**src/rtl/bcd_down_counter_pkg.sv**
```systemverilog
// Shared BCD constants and digit helpers for the BCD counter family.
// Contents: DIGIT_W (bits per digit), BCD_MAX / BCD_ZERO digit codes,
//           bcd_clamp() which limits a raw nibble to a legal BCD digit.
package bcd_down_counter_pkg;

  localparam int          DIGIT_W  = 4;
  localparam logic [3:0]  BCD_MAX  = 4'b1001;
  localparam logic [3:0]  BCD_ZERO = 4'b0000;

  // Nibbles A..F are not BCD; pin them to the largest legal digit.
  function automatic logic [DIGIT_W-1:0] bcd_clamp(input logic [DIGIT_W-1:0] d);
    return (d > BCD_MAX) ? BCD_MAX : d;
  endfunction

  // One step down within a digit; 0 rolls to 9 (the borrow goes upward).
  function automatic logic [DIGIT_W-1:0] bcd_dec(input logic [DIGIT_W-1:0] d);
    return (d == BCD_ZERO) ? BCD_MAX : d - 4'd1;
  endfunction

endpackage

```
**src/rtl/bcd_down_digit.sv**
```systemverilog
// Single BCD digit of the down counter: presettable, decrements on dec_in.
// Ports: clk, reset (sync, active-low), load, load_digit[3:0], dec_in in;
//        digit[3:0] (registered), borrow_out (digit == 0, combinational) out.
module bcd_down_digit
  import bcd_down_counter_pkg::*;
(
  input  logic               clk,
  input  logic               reset,
  input  logic               load,
  input  logic [DIGIT_W-1:0] load_digit,
  input  logic               dec_in,
  output logic [DIGIT_W-1:0] digit,
  output logic               borrow_out
);

  // Load wins over dec_in so a simultaneous enable never decrements a preset.
  always_ff @(posedge clk) begin
    if (!reset) begin
      digit <= BCD_ZERO;
    end else if (load) begin
      digit <= bcd_clamp(load_digit);
    end else if (dec_in) begin
      digit <= bcd_dec(digit);
    end
  end

  // A zero digit lets the decrement ripple into the next digit up.
  assign borrow_out = (digit == BCD_ZERO);

endmodule

```
**src/rtl/bcd_down_counter.sv**
```systemverilog
// Cascadable multi-digit BCD down counter with preset, wrap or saturate at zero.
// Ports: clk, reset (sync, active-low), load, load_value, down_enable in;
//        bcd (registered), zero/busy (combinational), borrow (registered pulse) out.
module bcd_down_counter
  import bcd_down_counter_pkg::*;
#(
  parameter int          DIGITS = 2,
  parameter int unsigned WRAP   = 1
) (
  input  logic                      clk,
  input  logic                      reset,
  input  logic                      load,
  input  logic [DIGIT_W*DIGITS-1:0] load_value,
  input  logic                      down_enable,
  output logic [DIGIT_W*DIGITS-1:0] bcd,
  output logic                      zero,
  output logic                      busy,
  output logic                      borrow
);

  logic [DIGITS-1:0] digit_zero;
  logic [DIGITS-1:0] dec_chain;
  logic              all_zero;
  logic              wrap_en;
  logic              hold_at_zero;

  assign wrap_en      = (WRAP != 0);
  assign all_zero     = &digit_zero;
  // In saturating mode the all-zero state must not roll over, so the whole
  // decrement chain is gated off at its root.
  assign hold_at_zero = all_zero & ~wrap_en;

  genvar i;
  generate
    for (i = 0; i < DIGITS; i++) begin : g_digit
      if (i == 0) begin : g_lsd
        assign dec_chain[0] = down_enable & ~hold_at_zero;
      end else begin : g_upper
        // Digit i moves only when every lower digit is zero.
        assign dec_chain[i] = dec_chain[i-1] & digit_zero[i-1];
      end

      bcd_down_digit u_digit (
        .clk        (clk),
        .reset      (reset),
        .load       (load),
        .load_digit (load_value[DIGIT_W*i +: DIGIT_W]),
        .dec_in     (dec_chain[i]),
        .digit      (bcd[DIGIT_W*i +: DIGIT_W]),
        .borrow_out (digit_zero[i])
      );
    end
  endgenerate

  // Pulse only on an edge that takes the all-zero count to all nines.
  always_ff @(posedge clk) begin
    if (!reset) begin
      borrow <= 1'b0;
    end else begin
      borrow <= ~load & down_enable & all_zero & wrap_en;
    end
  end

  assign zero = all_zero;
  assign busy = ~all_zero;

endmodule

```
**config.mk**
```make
export PLATFORM = sky130hd
export DESIGN_NAME = bcd_down_counter
export DESIGN_NICKNAME = d
export VERILOG_FILES = /design/src/rtl/bcd_down_counter_pkg.sv /design/src/rtl/bcd_down_digit.sv /design/src/rtl/bcd_down_counter.sv
export SDC_FILE = /design/constraint.sdc
export NUM_CORES = 1
export LEC_CHECK = 0
export BUFFER_PORTS_ARGS = -buffer_cell sky130_fd_sc_hd__buf_4
export CORE_MARGIN = 2
export CORE_UTILIZATION = 40
export DETAILED_ROUTE_END_ITERATION = 8
export PLACE_DENSITY = 0.79
export SYNTH_ARGS = -nofsm -noshare
export SYNTH_HDL_FRONTEND = slang
export SYNTH_HIERARCHICAL = 1
export SYNTH_SLANG_ARGS = --single-unit
```
**constraint.sdc**
```tcl
create_clock -name clk -period 1.37 [get_ports clk]
set_input_delay 0.2055 -clock clk [delete_from_list [all_inputs] [get_ports clk]]
set_output_delay 0.2055 -clock clk [all_outputs]
set_load 0.05 [all_outputs]
```
* After elaboration in Yosys (flattened, before gate mapping)
Cells that the tools add are included.
** Storage, ports and cells
- Flip-flop bits (word level) :: 9
- Logic and storage cells :: 25
- Input bits :: 12
- Output and inout bits :: 11
** Operators by class
- Reductions and logical operators :: 5
- Muxes and demuxes :: 8
- Add/subtract/negate cells :: 2
- Bitwise logic cells :: 5
- $lt $le $gt $ge :: 2
** Operator list (count)
- 2-to-1 mux 4 bit :: 8
- > comparator 4 bit (second input constant) :: 2
- logical NOT 4 bit :: 2
- subtractor 4 x 1 -> 4 bit (second input constant) :: 2
- nonzero test 2 bit :: 2
- bitwise AND 1 bit :: 3
- inverter 1 bit :: 2
- AND reduction 2 bit :: 1

* Logic depth before layout (Yosys ltp)
- Depth in word-level cells :: 4
- Depth in mapped cells :: 5
- Depth with buffers taken out :: 5

* Modules after synthesis
Netlist, hierarchy kept.
** Modules (own cells, without submodules)
- bcd_down_digit :: seq. area each 80.1 um^2, area each 245.2 um^2, cells each 27, times used 2
- bcd_down_counter :: seq. area each 20.0 um^2, area each 51.3 um^2, cells each 6, times used 1

* Worst setup path before layout
OpenSTA, ideal clock, no wires.
- Kind :: reg2out
- Start point :: reg g_digit[0].u_digit.digit[0]
- End point :: out zero
- Path buffers :: 0
- Arrival time :: 1600 ps
- Data required time :: 1165 ps
- Stages on the path, launching flop included :: 4
- Path slack :: -436 ps
- Cells stage by stage :: dfxtp_1 > nor4_1 > nand2_2 > inv_1
** Between the ends
- Word-level cells in the longest chain between the ends :: 2
** RTL lines
- start, declared :: line bcd_down_digit.sv:12 : output logic [DIGIT_W-1:0] digit,
- start signal, assigned :: line bcd_down_digit.sv:21 : digit <= bcd_clamp(load_digit);
- start signal, assigned :: line bcd_down_digit.sv:23 : digit <= bcd_dec(digit);
- logical NOT 4 bit :: line bcd_down_digit.sv:28 : assign borrow_out = (digit == BCD_ZERO);
- via digit_zero[0] :: line bcd_down_counter.sv:21 : logic [DIGITS-1:0] digit_zero;
- AND reduction 2 bit :: line bcd_down_counter.sv:28 : assign all_zero = &digit_zero;
- end, declared :: line bcd_down_counter.sv:16 : output logic zero,
The timed path passes the listed nets, and every way through them passes these cells.

* Final worst setup path
- Start point :: reg g_digit[0].u_digit.digit[1]
- End point :: out zero
Same word-level chain as after synthesis.

==> results_dict.tcl <==
set metrics [dict create \
    clk_pin_slew_ns 0.06 \
    p_leak_uw 0.000359 \
    place.port_buffers 22 \
    period_share_pct 113 \
    yosys_warnings 6 \
    n_antenna_cell 0 \
    synth-seq-area-share_pct 33.3 \
    place_inst 101 \
    p_int_uw 542 \
    route.detailed.drc 0 \
    max_freq_mhz 644 \
    drv_slew 0 \
    area_growth_pct 59.6 \
    die-area_sq_mm 0.00166 \
    grt.overflow.total 0 \
    place_area_sq_um 807 \
    rows 13 \
    final_util_pct 67.3 \
    rsz0062_at_grt "true" \
    place_hpwl_microns 963 \
    grt_usage_pct 19.0 \
    clkLatencyLatePin_ns 0.26 \
    fin_skew_ns 0.00718 \
    synth_top_cell_area_share_pct 33.3 \
    postCtsHoldBufs 0 \
    r2r_slack_ns -0.13 \
    p_clk_share_pct 23.9 \
    antenna_left 0 \
    clockRootBuffer "clkbuf_4" \
    gp_congestion 0.776 \
    die_x_microns 40.8 \
    netlist_area_sq_um 542 \
    numClockSinks 9 \
    fill_cells 122 \
    grt_start_max_net_pins 18 \
    io_pins 23 \
    min_path_cells 3 \
    crit_fanout 3 \
    yosysTopAreaCell "dfxtp_1" \
    syn-num-nets 72 \
    grt_pass1_vias 445 \
    required_ns 1.16 \
    synth_area_leaders "dfxtp_1 33%, nor2b_1 6.9%, o21ai_0 5.5%, nand3b_1 5.5%, nor4b_2 5.5%" \
    max_stage_delay_ns 0.35 \
    layout-drive-gt1-share_pct 55.4 \
    hold_violations 0 \
    hold_class "primary input to flop" \
    synth-seq-cells 9 \
    power_density_mw_per_mm2 974 \
    status "complete, but fails checks" \
    path_cells "nor4_4 > buf_4 > nand2_4 > clkinvlp_4 > buf_8" \
    switching_power_uw 300 \
    setup-tns-final_ns -0.622 \
    cts_tree "built" \
    htreeDepth 1 \
    drtPass1Iterations 3 \
    wirelength_microns 1370 \
    core_area_sq_mm 0.00128 \
    final_nets 105 \
    antenna_found_initial 0 \
    arrival_ns 1.35 \
    tightest_slew_ns 0.313 \
    synthCells 60 \
    vias 545 \
    ys_types 22 \
    setup_viol 6 \
    die_h_microns 40.8 \
    peakVddDrop_uv 754 \
    grt_pass1_wl_microns 2030 \
    wl_per_cell_microns 12.8 \
    slew_headroom_pct 79.0 \
    numCtsBuffers 3 \
    violations "negative setup slack" \
    cts.path.max_buffers 2 \
    worst_slack_ns -0.183 \
    swShare_pct 35.6 \
    start_kind "flop" \
    avgSynthCellArea_sq_um 9.03 \
    fin_crit_ns 1.55 \
    initial_core_util_pct 42.2 \
    drv_cap 0 \
    vias_per_cell 5.09 \
    seqPwrFrac_pct 37.0 \
    endpoint_kind "output pin" \
    drtIter0Drc 9 \
    fin_cells 107 \
    setup.worst_path.class "flop to output pin" \
    rr_worst_depth 5 \
    critical-path-slowest-cell "dfxtp_4" \
    combPwrFrac_pct 39.1 \
    final_area_sq_um 865 \
]
[through the flow]
| step | power [uW] | hold slack (ns) | setup slack, ns |
|---|---|---|---|
| after floorplan | 512 | 0.275 | -0.118 |
| after global placement | 618 | 0.472 | -0.0369 |
| after detailed placement | 622 | 0.492 | -0.0788 |
| after CTS | 841 | 0.213 | -0.182 |
| after global routing | 894 | 0.212 | -0.256 |
| final | 842 | 0.220 | -0.183 |
[sequential cells by signal, summed over array words and instances (netlist names)]
| signal | cells |
|---|---|
| borrow | 1 |
| g_digit.u_digit/digit | 8 |
[cells by family after synthesis]
family | after synthesis | share of synthesized area (%)
compound gates | 14 | 15.7
simple gates | 30 | 42.0
xor+xnor | 2 | 3.23
flops | 9 | 33.3
mux | 2 | 3.70
buf+inv | 3 | 2.08
[synthesized netlist by cell type, drive strengths merged]
cell type,count
dfxtp,9
o21ai,8
nor2b,6
nand2b,4
nand3b,4
nor3b,4
inv,3
a21oi,2
mux2i,2
nand2,2
nand4b,2
nor2,2
nor4,2
nor4b,2
o21a,2
o311a,2
xnor2,2
and2,1
nor3,1
[worst paths after layout]
check,from,end
worst min register to register,g_digit[1].u_digit/digit[3]$_SDFFE_PN0P_,g_digit[1].u_digit/digit[3]$_SDFFE_PN0P_
worst max-delay path,g_digit[0].u_digit/digit[1]$_SDFFE_PN0P_,zero
worst min-delay path,load_value[6],g_digit[1].u_digit/digit[2]$_SDFFE_PN0P_
worst max register to register,g_digit[0].u_digit/digit[1]$_SDFFE_PN0P_,g_digit[1].u_digit/digit[2]$_SDFFE_PN0P_
[power groups by stage]
stage	Clock, uW	Combinational [uW]	Sequential, uW
2_1_floorplan	0	133	379
3_3_place_gp	0	303	315
3_5_place_dp	0	307	315
4_1_cts	211	319	311
5_1_grt	230	351	314
6_report	202	329	312
[repair_timing]
action,4_1_cts,5_1_grt
resized for setup,3,1
buffers inserted,0,2
setup endpoints to repair,5,5
pin swaps,1,1
[critical path, delay by kind of cell, from the launching register on]
family	cells	cell delay [ns]
flip-flops	1	0.35
AND/OR/NAND/NOR	2	0.35
buffers and inverters	3	0.40
[layer usage]
metal | vias to the layer above | share of wire (%) | track usage (%)
met2 | 13 | 50 | 27.0
met1 | 248 | 46 | 25.7
li1 | 284 | - | -
met3 | 0 | 4.4 | 9.78
met5 | - | 0 | 0
met4 | 0 | 0 | 2.50
[placed cells by master, fill, tap and decap left out, types with 3 or more instances in the layout]
cell type | synthesis | routed
nor2b_1 | 6 | 5
nand2b_1 | 4 | 4
clkbuf_4 | 0 | 3
dfxtp_2 | 0 | 6
nand3b_1 | 4 | 4
o21ai_0 | 6 | 6
buf_4 | 0 | 27
[area by class of cell]
type | count | area [sq um] | share of cell area (%)
multi-input cells | 48 | 392 | 45.3
repair buffers | 28 | 218 | 25.2
flip-flops and latches | 9 | 195 | 22.6
clock buffers | 4 | 26.3 | 3.04
well taps | 15 | 18.8 | 2.17
inverters | 3 | 15.0 | 1.74
Note: power is estimated with default switching activity, not from simulation.
